===== config.mk =====
export PLATFORM = sky130hd
export DESIGN_NAME = data_mem_arbiter
export DESIGN_NICKNAME = d
export VERILOG_FILES = /design/src/rtl/dmem_arb_pkg.sv /design/src/rtl/dmem_rr_pick.sv /design/src/rtl/data_mem_arbiter.sv
export SDC_FILE = /design/constraint.sdc
export NUM_CORES = 1
export LEC_CHECK = 0
export CORE_MARGIN = 2
export CORE_UTILIZATION = 42
export DETAILED_ROUTE_END_ITERATION = 8
export PLACE_DENSITY_LB_ADDON = 0.12
export SLEW_MARGIN = 25
export SYNTH_ARGS = -nofsm -noshare
export SYNTH_HDL_FRONTEND = slang
export SYNTH_HIERARCHICAL = 1
export SYNTH_SLANG_ARGS = --single-unit

===== constraint.sdc =====
create_clock -name clk -period 2.15 [get_ports clk]
set_input_delay 0.3225 -clock clk [delete_from_list [all_inputs] [get_ports clk]]
set_output_delay 0.3225 -clock clk [all_outputs]
set_load 0.02 [all_outputs]

===== src/rtl/dmem_arb_pkg.sv =====
// dmem_arb_pkg
// Shared types and constants for the data memory arbiter:
//   state_t      - arbiter FSM states (IDLE, ACCESS)
//   port_id_t    - requester identifier (PORT_CPU, PORT_DMA)
//   ADDR_W_DEF   - default word address width
//   DATA_W_DEF   - default data word width
package dmem_arb_pkg;

  localparam int ADDR_W_DEF = 9;
  localparam int DATA_W_DEF = 32;

  typedef enum logic {
    IDLE   = 1'b0,
    ACCESS = 1'b1
  } state_t;

  typedef logic port_id_t;

  localparam port_id_t PORT_CPU = 1'b0;
  localparam port_id_t PORT_DMA = 1'b1;

  function automatic port_id_t other_port(input port_id_t id);
    return (id == PORT_CPU) ? PORT_DMA : PORT_CPU;
  endfunction

endpackage


===== src/rtl/dmem_rr_pick.sv =====
// dmem_rr_pick
// Combinational winner selection between the CPU and DMA requesters.
// Ports:
//   cpu_req, dma_req - pending requests
//   ptr              - priority pointer (port favoured when both request)
//   win_id           - selected port, meaningful when valid = 1
//   valid            - at least one request is pending
//   ptr_next         - pointer value to load if this pick is granted
// Build option: DMEM_ARB_FIXED_PRIO_EN selects fixed CPU-first priority and
// freezes the pointer; otherwise round-robin.
module dmem_rr_pick
  import dmem_arb_pkg::*;
(
  input  logic     cpu_req,
  input  logic     dma_req,
  input  port_id_t ptr,
  output port_id_t win_id,
  output logic     valid,
  output port_id_t ptr_next
);

  always_comb begin
    valid    = cpu_req | dma_req;
    win_id   = PORT_CPU;
    ptr_next = ptr;
`ifdef DMEM_ARB_FIXED_PRIO_EN
    win_id = cpu_req ? PORT_CPU : PORT_DMA;
`else
    if (cpu_req && dma_req) begin
      win_id = ptr;
    end else if (dma_req) begin
      win_id = PORT_DMA;
    end else begin
      win_id = PORT_CPU;
    end
    // After a grant the other port gets first claim on the next contention.
    if (valid) begin
      ptr_next = other_port(win_id);
    end
`endif
  end

endmodule


===== src/rtl/data_mem_arbiter.sv =====
// data_mem_arbiter
// Two-port (CPU, DMA) arbiter in front of a single-port data memory.
// Each access takes one ACCESS cycle followed by one IDLE cycle in which the
// winner's done pulses, giving at most one access every two cycles.
// Ports:
//   clk, rst                          - clock, synchronous active-high reset
//   cpu_/dma_ req, we, addr, wdata    - requester side inputs
//   cpu_/dma_ gnt, done, rdata        - requester side outputs
//   mem_addr, mem_data, mem_we,
//   mem_read, mem_q                   - memory side (write on clk falling
//                                       edge, combinational read)
// Build option: DMEM_ARB_FIXED_PRIO_EN (see dmem_rr_pick).
//
// state  | meaning
// IDLE   | waiting for a request; done of the previous access pulses here
// ACCESS | latched request drives the memory; winner's gnt is high
module data_mem_arbiter
  import dmem_arb_pkg::*;
#(
  parameter int ADDR_W = ADDR_W_DEF,
  parameter int DATA_W = DATA_W_DEF
) (
  input  logic              clk,
  input  logic              rst,
  input  logic              cpu_req,
  input  logic              cpu_we,
  input  logic [ADDR_W-1:0] cpu_addr,
  input  logic [DATA_W-1:0] cpu_wdata,
  output logic              cpu_gnt,
  output logic              cpu_done,
  output logic [DATA_W-1:0] cpu_rdata,
  input  logic              dma_req,
  input  logic              dma_we,
  input  logic [ADDR_W-1:0] dma_addr,
  input  logic [DATA_W-1:0] dma_wdata,
  output logic              dma_gnt,
  output logic              dma_done,
  output logic [DATA_W-1:0] dma_rdata,
  output logic [ADDR_W-1:0] mem_addr,
  output logic [DATA_W-1:0] mem_data,
  output logic              mem_we,
  output logic              mem_read,
  input  logic [DATA_W-1:0] mem_q
);

  state_t            state_q, state_d;
  port_id_t          ptr_q;
  port_id_t          win_q;
  logic              we_q;
  logic [ADDR_W-1:0] addr_q;
  logic [DATA_W-1:0] wdata_q;
  logic              cpu_done_q, dma_done_q;
  logic [DATA_W-1:0] cpu_rdata_q, dma_rdata_q;

  port_id_t pick_id;
  logic     pick_valid;
  port_id_t ptr_next;
  logic     capture;

  dmem_rr_pick u_pick (
    .cpu_req  (cpu_req),
    .dma_req  (dma_req),
    .ptr      (ptr_q),
    .win_id   (pick_id),
    .valid    (pick_valid),
    .ptr_next (ptr_next)
  );

  // Requests are only looked at in IDLE; anything during ACCESS is ignored.
  assign capture = (state_q == IDLE) && pick_valid;

  // State register
  always_ff @(posedge clk) begin
    if (rst) begin
      state_q <= IDLE;
    end else begin
      state_q <= state_d;
    end
  end

  // Next-state logic
  always_comb begin
    state_d = state_q;
    case (state_q)
      IDLE:    if (pick_valid) state_d = ACCESS;
      ACCESS:  state_d = IDLE;
      default: state_d = IDLE;
    endcase
  end

  // Request latch, pointer, done and read-data registers.
  // Reset during ACCESS simply drops the access: done is never set and the
  // rdata registers are cleared rather than loaded.
  always_ff @(posedge clk) begin
    if (rst) begin
      ptr_q       <= PORT_CPU;
      win_q       <= PORT_CPU;
      we_q        <= 1'b0;
      addr_q      <= '0;
      wdata_q     <= '0;
      cpu_done_q  <= 1'b0;
      dma_done_q  <= 1'b0;
      cpu_rdata_q <= '0;
      dma_rdata_q <= '0;
    end else begin
      cpu_done_q <= (state_q == ACCESS) && (win_q == PORT_CPU);
      dma_done_q <= (state_q == ACCESS) && (win_q == PORT_DMA);

      if (capture) begin
        win_q <= pick_id;
        ptr_q <= ptr_next;
        if (pick_id == PORT_DMA) begin
          we_q    <= dma_we;
          addr_q  <= dma_addr;
          wdata_q <= dma_wdata;
        end else begin
          we_q    <= cpu_we;
          addr_q  <= cpu_addr;
          wdata_q <= cpu_wdata;
        end
      end

      if ((state_q == ACCESS) && !we_q) begin
        if (win_q == PORT_DMA) begin
          dma_rdata_q <= mem_q;
        end else begin
          cpu_rdata_q <= mem_q;
        end
      end
    end
  end

  // Outputs
  always_comb begin
    cpu_gnt  = 1'b0;
    dma_gnt  = 1'b0;
    mem_we   = 1'b0;
    mem_read = 1'b0;
    if (state_q == ACCESS) begin
      cpu_gnt  = (win_q == PORT_CPU);
      dma_gnt  = (win_q == PORT_DMA);
      mem_we   = we_q;
      mem_read = ~we_q;
    end
  end

  // Address and data come straight from the latch so they hold in IDLE.
  assign mem_addr  = addr_q;
  assign mem_data  = wdata_q;
  assign cpu_done  = cpu_done_q;
  assign dma_done  = dma_done_q;
  assign cpu_rdata = cpu_rdata_q;
  assign dma_rdata = dma_rdata_q;

endmodule


== Yosys cells after proc, flatten, opt, wreduce, memory -nomap -nowiden ==
Cells that the tools add are included.

* Mux-type cells: 12
* Bitwise operators: 4
* Reduce and logical (&&, ||, !) cells: 9

{| class="wikitable"
|+ Operator list
! kind !! number
|-
| $mux W32 || 1
|-
| $mux W1 || 9
|-
| $mux W9 || 1
|-
| $reduce_and A2 Y1 || 3
|-
| $logic_and A1 B1 Y1 || 5
|-
| $not A1 Y1 || 3
|-
| $pmux W1 S2 || 1
|-
| $logic_not A1 Y1 || 1
|-
| $or A1 B1 Y1 || 1
|}

* Flip-flop bits (word level): 111
* Bits of input ports: 120
* Output and inout port bits: 111
* Logic and storage cells: 35

== Logic depth before layout (Yosys ltp) ==
Gate-level depths: netlist of the first run.

* Depth after elaboration: 3
* Mapped depth: 6

== Cells and area by module ==
The synthesis of the first run kept the hierarchy.

{| class="wikitable"
|+ Modules (own cells, without submodules)
! module !! instances !! cells each !! area an instance (um^2) !! seq. area each (um^2)
|-
| data_mem_arbiter || 1 || 489 || 4234.1 || 2222.1
|-
| dmem_rr_pick || 1 || 5 || 27.5 || 0.0
|}

== Worst setup path after synthesis of the first run ==
Ideal clock, no wire load.

* Path kind: input -> register
* Start: in dma_req
* End: reg addr_q[0], in the netlist mem_addr[0]
* Arrival time: 1.283 ns
* Setup slack: 0.781 ns
* Stages on the path: 6
* Cell sequence: or2_1 nor2b_1 buf_2 buf_2 buf_2 a211oi_1

* Cells in the longest elaborated chain, start to end: 3
* Elaborated cells on any way between the ends: 6
* Those cells by class: mux (3); bitwise (1); reduce/logical (2)

{| class="wikitable"
|+ Ends and longest elaborated chain
! what !! line !! RTL
|-
| from (decl) || data_mem_arbiter.sv:32 || <nowiki>input logic dma_req,</nowiki>
|-
| $mux W1 or $logic_and A1 B1 Y1 (tied branches) || dmem_rr_pick.sv:31, dmem_rr_pick.sv:29 ||
|-
| $mux W1 || dmem_rr_pick.sv:29 || <nowiki>if (cpu_req && dma_req) begin</nowiki>
|-
| $mux W9 || data_mem_arbiter.sv:112 || <nowiki>if (pick_id == PORT_DMA) begin</nowiki>
|-
| to (signal assigned) || data_mem_arbiter.sv:114 || <nowiki>addr_q <= dma_addr;</nowiki>
|-
| to (signal assigned) || data_mem_arbiter.sv:118 || <nowiki>addr_q <= cpu_addr;</nowiki>
|-
| to (decl) || data_mem_arbiter.sv:50 || <nowiki>logic [ADDR_W-1:0] addr_q;</nowiki>
|}

Several ways; a longest one is shown, not always the timed one.
A chain may end at the register's enable or synchronous reset.

== Worst setup path after layout of the first run ==
* Start: reg win_q
* End: out dma_gnt

* Cells in the longest elaborated chain, start to end: 1

{| class="wikitable"
|+ Ends and longest elaborated chain
! what !! line !! RTL
|-
| from (decl) || data_mem_arbiter.sv:48 || <nowiki>port_id_t win_q;</nowiki>
|-
| from (signal assigned) || data_mem_arbiter.sv:110 || <nowiki>win_q <= pick_id;</nowiki>
|-
| $mux W1 || data_mem_arbiter.sv:139 || <nowiki>if (state_q == ACCESS) begin</nowiki>
|-
| to (decl) || data_mem_arbiter.sv:36 || <nowiki>output logic dma_gnt,</nowiki>
|}

Every way passes these cells.

==> metrics.yaml, run 1 <==
yosys_register_bits: 111
multi_input_area_um2: 1850
gp_congestion: 0.773
min_period_ns: 1.99
cpPeakStageDelay_ns: 0.62
worst_slew_pin_slew_ns: 0.542
ys_warn_count: 6
grt_usage: 0.228
yosys.area_share.simple: 0.179
clockBufferDepth: 2
htree_levels: 3
layout.nets: 825
ant_nets: 0
antennaDiodeCount: 0
design_power_total_w: 0.00443
dp_slack_ns: 0.254
skew_ns: 0.0141
fillers: 819
rsz0062_at_grt: "false"
grt-ovfl-total: 0
die_x_um: 105
slew_headroom: 0.639
hold_class: "primary input to register"
die-area_um2: 11000
rows: 36
yosysUniqueCellTypes: 19
cts_buffers: 9
synthMuxAreaShare: 0.0986
drive_gt1_frac: 0.0437
syn_area_um2: 4260
timing.final.crit_share: 0.924
layout_setup_ws_ns: 0.163
hold_viol: 0
outcome: "complete, no violations"
hold_depth: 2
yosysSeqAreaShare: 0.521
path_depth: 2
critPathTopFamily: "buffers and inverters"
cts_root_buffer: "clkbuf_8"
synth_xor_area_frac: 0
path_max_fanout: 7
initial_utilization: 0.434
cts_setup_buffers: 0
tritoncts: "done"
synth_fa_ha_area_frac: 0
maxCapViolations: 0
syn_inst: 494
cts.clk_slew.worst_paths_ns: 0.11
required_ns: 1.83
wl_per_cell_um: 14.9
max_freq_ghz: 0.503
crit_chain: "and2_1 > clkdlybuf4s50_1"
antenna_found_initial: 0
hpwl_um: 9410
powerDensity_nw_per_um2: 648
num_vias: 4169
min-delay-start: "rst"
fin_tns_setup_ns: 0
setup_viol: 0
final_common_cell: "clkdlybuf4s50_1"
grt_pass1_vias: 4076
drtIter0Drc: 133
first_pass_iters: 4
coreArea_um2: 9820
holdBufCountCts: 0
final_cell_mix: "clkdlybuf4s50_1 (229), nand2_1 (132), dfxtp_1 (110)"
total_leakage_power_nw: 2.47
crit_path_end_kind: "output port"
critical_path_arrival_ns: 1.66
cp_slowest_cell: "clkdlybuf4s50_1"
seq_area_um2: 2220
clk_latency_ns: 0.37
critPathLaunch: "win_q"
rr_startpoint: "state_q"
grt_pass1_wl_um: 20100
utilization: 0.697
grt_max_degree: 77
wl_um: 12600
drv_slew: 0
syn_to_final_growth_pct: 60.7
synth.avg_cell_area_um2: 8.63
crit_type: "register to output port"
cp-start-kind: "register"
r2r_cells: 4
die_h_um: 105
synth_top_family_by_area: "simple AND/OR/NAND/NOR gates"
numClockSinks: 111
synth_nets: 614
vdd.ir_drop.worst_mv: 0.388
viasPerCell: 4.95
synth_compound_area_frac: 0.153
path_buf_inv: 1
ios: 231
drc: 0
io_buffers: 230
==> report_power, final <==
part / internal [W] / switching, W / total [W] / leakage [nW]
Sequential: 0.00218 / 0.0000755 / 0.00226 / 0.910
Clock: 0.000424 / 0.000698 / 0.00112 / 0.0857
Combinational: 0.000554 / 0.000498 / 0.00105 / 1.48
==> cells by family (layout without fill, tap and decap cells) <==
kind of cell | count (synthesis) | in the layout
AND/OR/NAND/NOR | 190 | 190
flip-flops | 111 | 111
AO/OA/AOI/OAI | 109 | 109
multiplexers | 42 | 42
buffers and inverters | 42 | 257
==> flip-flops by register name, summed over array words and instances (netlist names) <==
register and cells:
mem_data 32, mem_addr 9, win_q 1, cpu_done 1
we_q 1, state_q 1, cpu_rdata 32, dma_rdata 32
dma_done 1, ptr_q 1
==> what timing repair did <==
item / in CTS / in global routing
endpoints found under the hold margin: 0 / 0
setup endpoints to repair: 0 / 1
resized for setup: 0 / 1
==> cell usage after synthesis (all sizes together) <==
master,instances,area [um2]
clkbuf,18,67.6
inv,1,3.75
and3b,1,8.76
dfxtp,111,2220
and2,3,18.8
o21ai,1,5.00
nand2b,2,12.5
a21oi,66,330
a211oi,42,315
nor2b,5,31.3
nand2,132,495
or3b,1,8.76
buf,23,134
nor2,43,161
or2,1,6.26
nand3b,1,7.51
nor3b,1,12.5
mux2i,42,420
==> final cells by class <==
| class | instances | area share |
|---|---|---|
| clock buffers | 9 | 0.0181 |
| flip-flops and latches | 111 | 0.325 |
| well taps | 133 | 0.0243 |
| clock inverters | 6 | 0.00694 |
| inverters | 1 | 0.000548 |
| multi-input cells | 341 | 0.270 |
| repair buffers | 241 | 0.355 |
==> path summary, 6_finish.rpt <==
| kind | end | slack [ns] |
|---|---|---|
| hold reg to reg | cpu_rdata[1] | 0.46 |
| hold / removal | dma_done | 0.43 |
| setup reg to reg | cpu_rdata[23] | 0.53 |
| setup / recovery | dma_gnt | 0.16 |
==> through the flow <==
| step | instance area [um2] | cells | hold slack (ns) |
|---|---|---|---|
| after floorplan | 4260 | 494 | 0.444 |
| after global placement | 6670 | 827 | 0.441 |
| after detailed placement | 6670 | 827 | 0.445 |
| after CTS | 6850 | 842 | 0.414 |
| after global routing | 6850 | 842 | 0.449 |
| final | 6850 | 842 | 0.426 |
==> metal layers <==
metal / share of wire / up-vias / GRT usage
li1: - / 2080 / -
met1: 0.38 / 1911 / 0.253
met2: 0.51 / 159 / 0.404
met3: 0.088 / 19 / 0.0830
met4: 0.020 / 0 / 0.0733
met5: 0 / - / 0
Power figures use the tool's default switching activity.
==> run 2: changes to the inputs <==
--- a/config.mk
+++ b/config.mk
@@ -7,6 +7,7 @@
 export LEC_CHECK = 0
 export CORE_MARGIN = 2
 export CORE_UTILIZATION = 42
+export CTS_CLUSTER_DIAMETER = 100
 export DETAILED_ROUTE_END_ITERATION = 8
 export PLACE_DENSITY_LB_ADDON = 0.12
 export SLEW_MARGIN = 25
==> results of run 2 <==
The final DEF is identical to that of run 1; final timing and power are the same.
==> run 3: changes to the inputs <==
--- a/config.mk
+++ b/config.mk
@@ -6,7 +6,8 @@
 export NUM_CORES = 1
 export LEC_CHECK = 0
 export CORE_MARGIN = 2
-export CORE_UTILIZATION = 42
+export CORE_UTILIZATION = 43
+export CTS_BUF_LIST = sky130_fd_sc_hd__clkbuf_2 sky130_fd_sc_hd__clkbuf_4 sky130_fd_sc_hd__clkbuf_8
 export CTS_CLUSTER_DIAMETER = 100
 export DETAILED_ROUTE_END_ITERATION = 8
 export PLACE_DENSITY_LB_ADDON = 0.12
==> metrics.yaml, run 3 (same netlist as run 1, synthesis figures left out) <==
critPathLaunch: "state_q"
setup_viol: 0  # unchanged
grt_max_degree: 58  # -25%
die_h_um: 104  # -1.1%
rr_startpoint: "ptr_q"
powerDensity_nw_per_um2: 695  # +7.3%
clockBufferDepth: 2  # unchanged
io_buffers: 230  # unchanged
cts_buffers: 9  # unchanged
slew_headroom: 0.754  # +0.115
utilization: 0.715  # +0.0179
grt_usage: 0.234  # +0.00559
final_common_cell: "clkdlybuf4s50_1"
num_vias: 4147  # -0.53%
required_ns: 1.83  # about the same
crit_path_end_kind: "output port"
dp_slack_ns: 0.260  # +0.00577 ns
hold_viol: 0  # unchanged
ios: 231  # unchanged
antenna_found_initial: 0  # unchanged
drive_gt1_frac: 0.0451  # +0.00135
hpwl_um: 9070  # -3.6%
tritoncts: "done"
ant_nets: 0  # unchanged
cpPeakStageDelay_ns: 0.64  # +0.02 ns
r2r_cells: 5  # +1
clk_latency_ns: 0.36  # about the same
cts.clk_slew.worst_paths_ns: 0.09  # -0.02 ns
cp_slowest_cell: "clkdlybuf4s50_1"
rsz0062_at_grt: "false"
cts_setup_buffers: 0  # unchanged
drtIter0Drc: 161  # +21%
path_max_fanout: 10  # +3
htree_levels: 3  # unchanged
cts_resized: 0  # unchanged
hold_class: "primary input to register"
die_x_um: 104  # -1.1%
rows: 36  # unchanged
crit_chain: "nor2b_1 > clkdlybuf4s50_1"
layout_setup_ws_ns: 0.188  # +0.0256 ns
max_freq_ghz: 0.510  # +1.3%
rr_endpoint: "mem_data[18]"
outcome: "complete, no violations"
design_power_total_w: 0.00481  # +8.5%
maxCapViolations: 0  # unchanged
layout.nets: 825  # unchanged
path_depth: 2  # unchanged
holdBufCountCts: 0  # unchanged
worst_slew_pin_slew_ns: 0.370  # -0.173 ns
rrSetupSlack_ns: 0.59  # +0.06 ns
drv_slew: 0  # unchanged
antennaDiodeCount: 0  # unchanged
initial_utilization: 0.440  # +0.00606
drc: 0  # unchanged
critPathCapture: "cpu_gnt"
viasPerCell: 4.92  # -0.65%
skew_ns: 0.00741  # -0.00671 ns
vdd.ir_drop.worst_mv: 0.414  # +6.7%
first_pass_iters: 4  # unchanged
wl_per_cell_um: 15.0  # +0.22%
numClockSinks: 111  # unchanged
wl_um: 12600  # +0.33%
critical_path_arrival_ns: 1.64  # -0.02 ns
cts_root_buffer: "clkbuf_8"
min_period_ns: 1.96  # -0.0256 ns
grt_pass1_vias: 4189  # +2.8%
hold_slack_ns: 0.354  # -0.0725 ns
path_buf_inv: 1  # unchanged
total_leakage_power_nw: 2.51  # +1.7%
syn_to_final_growth_pct: 62.5
final_cell_mix: "clkdlybuf4s50_1 (229), nand2_1 (132), dfxtp_1 (110)"
grt-ovfl-total: 0  # unchanged
gp_congestion: 0.778  # +0.70%
cp-start-kind: "register"
timing.final.crit_share: 0.912  # -0.0119
crit_type: "register to output port"
die-area_um2: 10700  # -2.2%
grt_pass1_wl_um: 20200  # +0.38%
fin_tns_setup_ns: 0  # unchanged
coreArea_um2: 9680  # -1.4%
critPathTopFamily: "buffers and inverters"
-- run 3: cell type report --
type                            instances  area (um2)
Clock buffer                           13         160
Clock inverter                          3        90.1
Sequential cell                       111        2220
Inverter                                1        3.75
Tap cell                              133         166
Fill cell                             762        2760
Timing Repair Buffer                  241        2430
Multi-Input combinational cell        341        1850
-- run 3: report_power, final --
| part | internal (W) | total, W | switching [W] |
|---|---|---|---|
| combinational | 0.000556 | 0.00105 | 0.000498 |
| sequential | 0.00218 | 0.00226 | 0.0000748 |
| clock | 0.000846 | 0.00150 | 0.000652 |
-- run 3: how the worst min path moves through the flow --
stage	from	to	cells past startpoint	slack (ns)
4_1_cts	rst	cpu_done	2	0.34
3_3_place_gp	dma_rdata[16]	dma_rdata[16]	2	0.44
2_1_floorplan	ptr_q	ptr_q	2	0.44
5_1_grt	rst	cpu_rdata[23]	2	0.36
6_report	rst	cpu_done	2	0.35
3_5_place_dp	dma_rdata[10]	dma_rdata[10]	2	0.45
-- run 3: per-stage QoR --
step | instance area [um2] | instances
floorplan | 4260 | 494
global placement | 6670 | 827
detailed placement | 6670 | 827
CTS | 6920 | 843
global route | 6930 | 843
finish | 6930 | 843
-- run 3: routing by layer --
metal	up-vias	track usage	share of wire
met5	-	0	0
met2	166	0.426	0.51
met1	1887	0.255	0.38
met4	0	0.0907	0.020
met3	19	0.0692	0.085
li1	2075	-	-
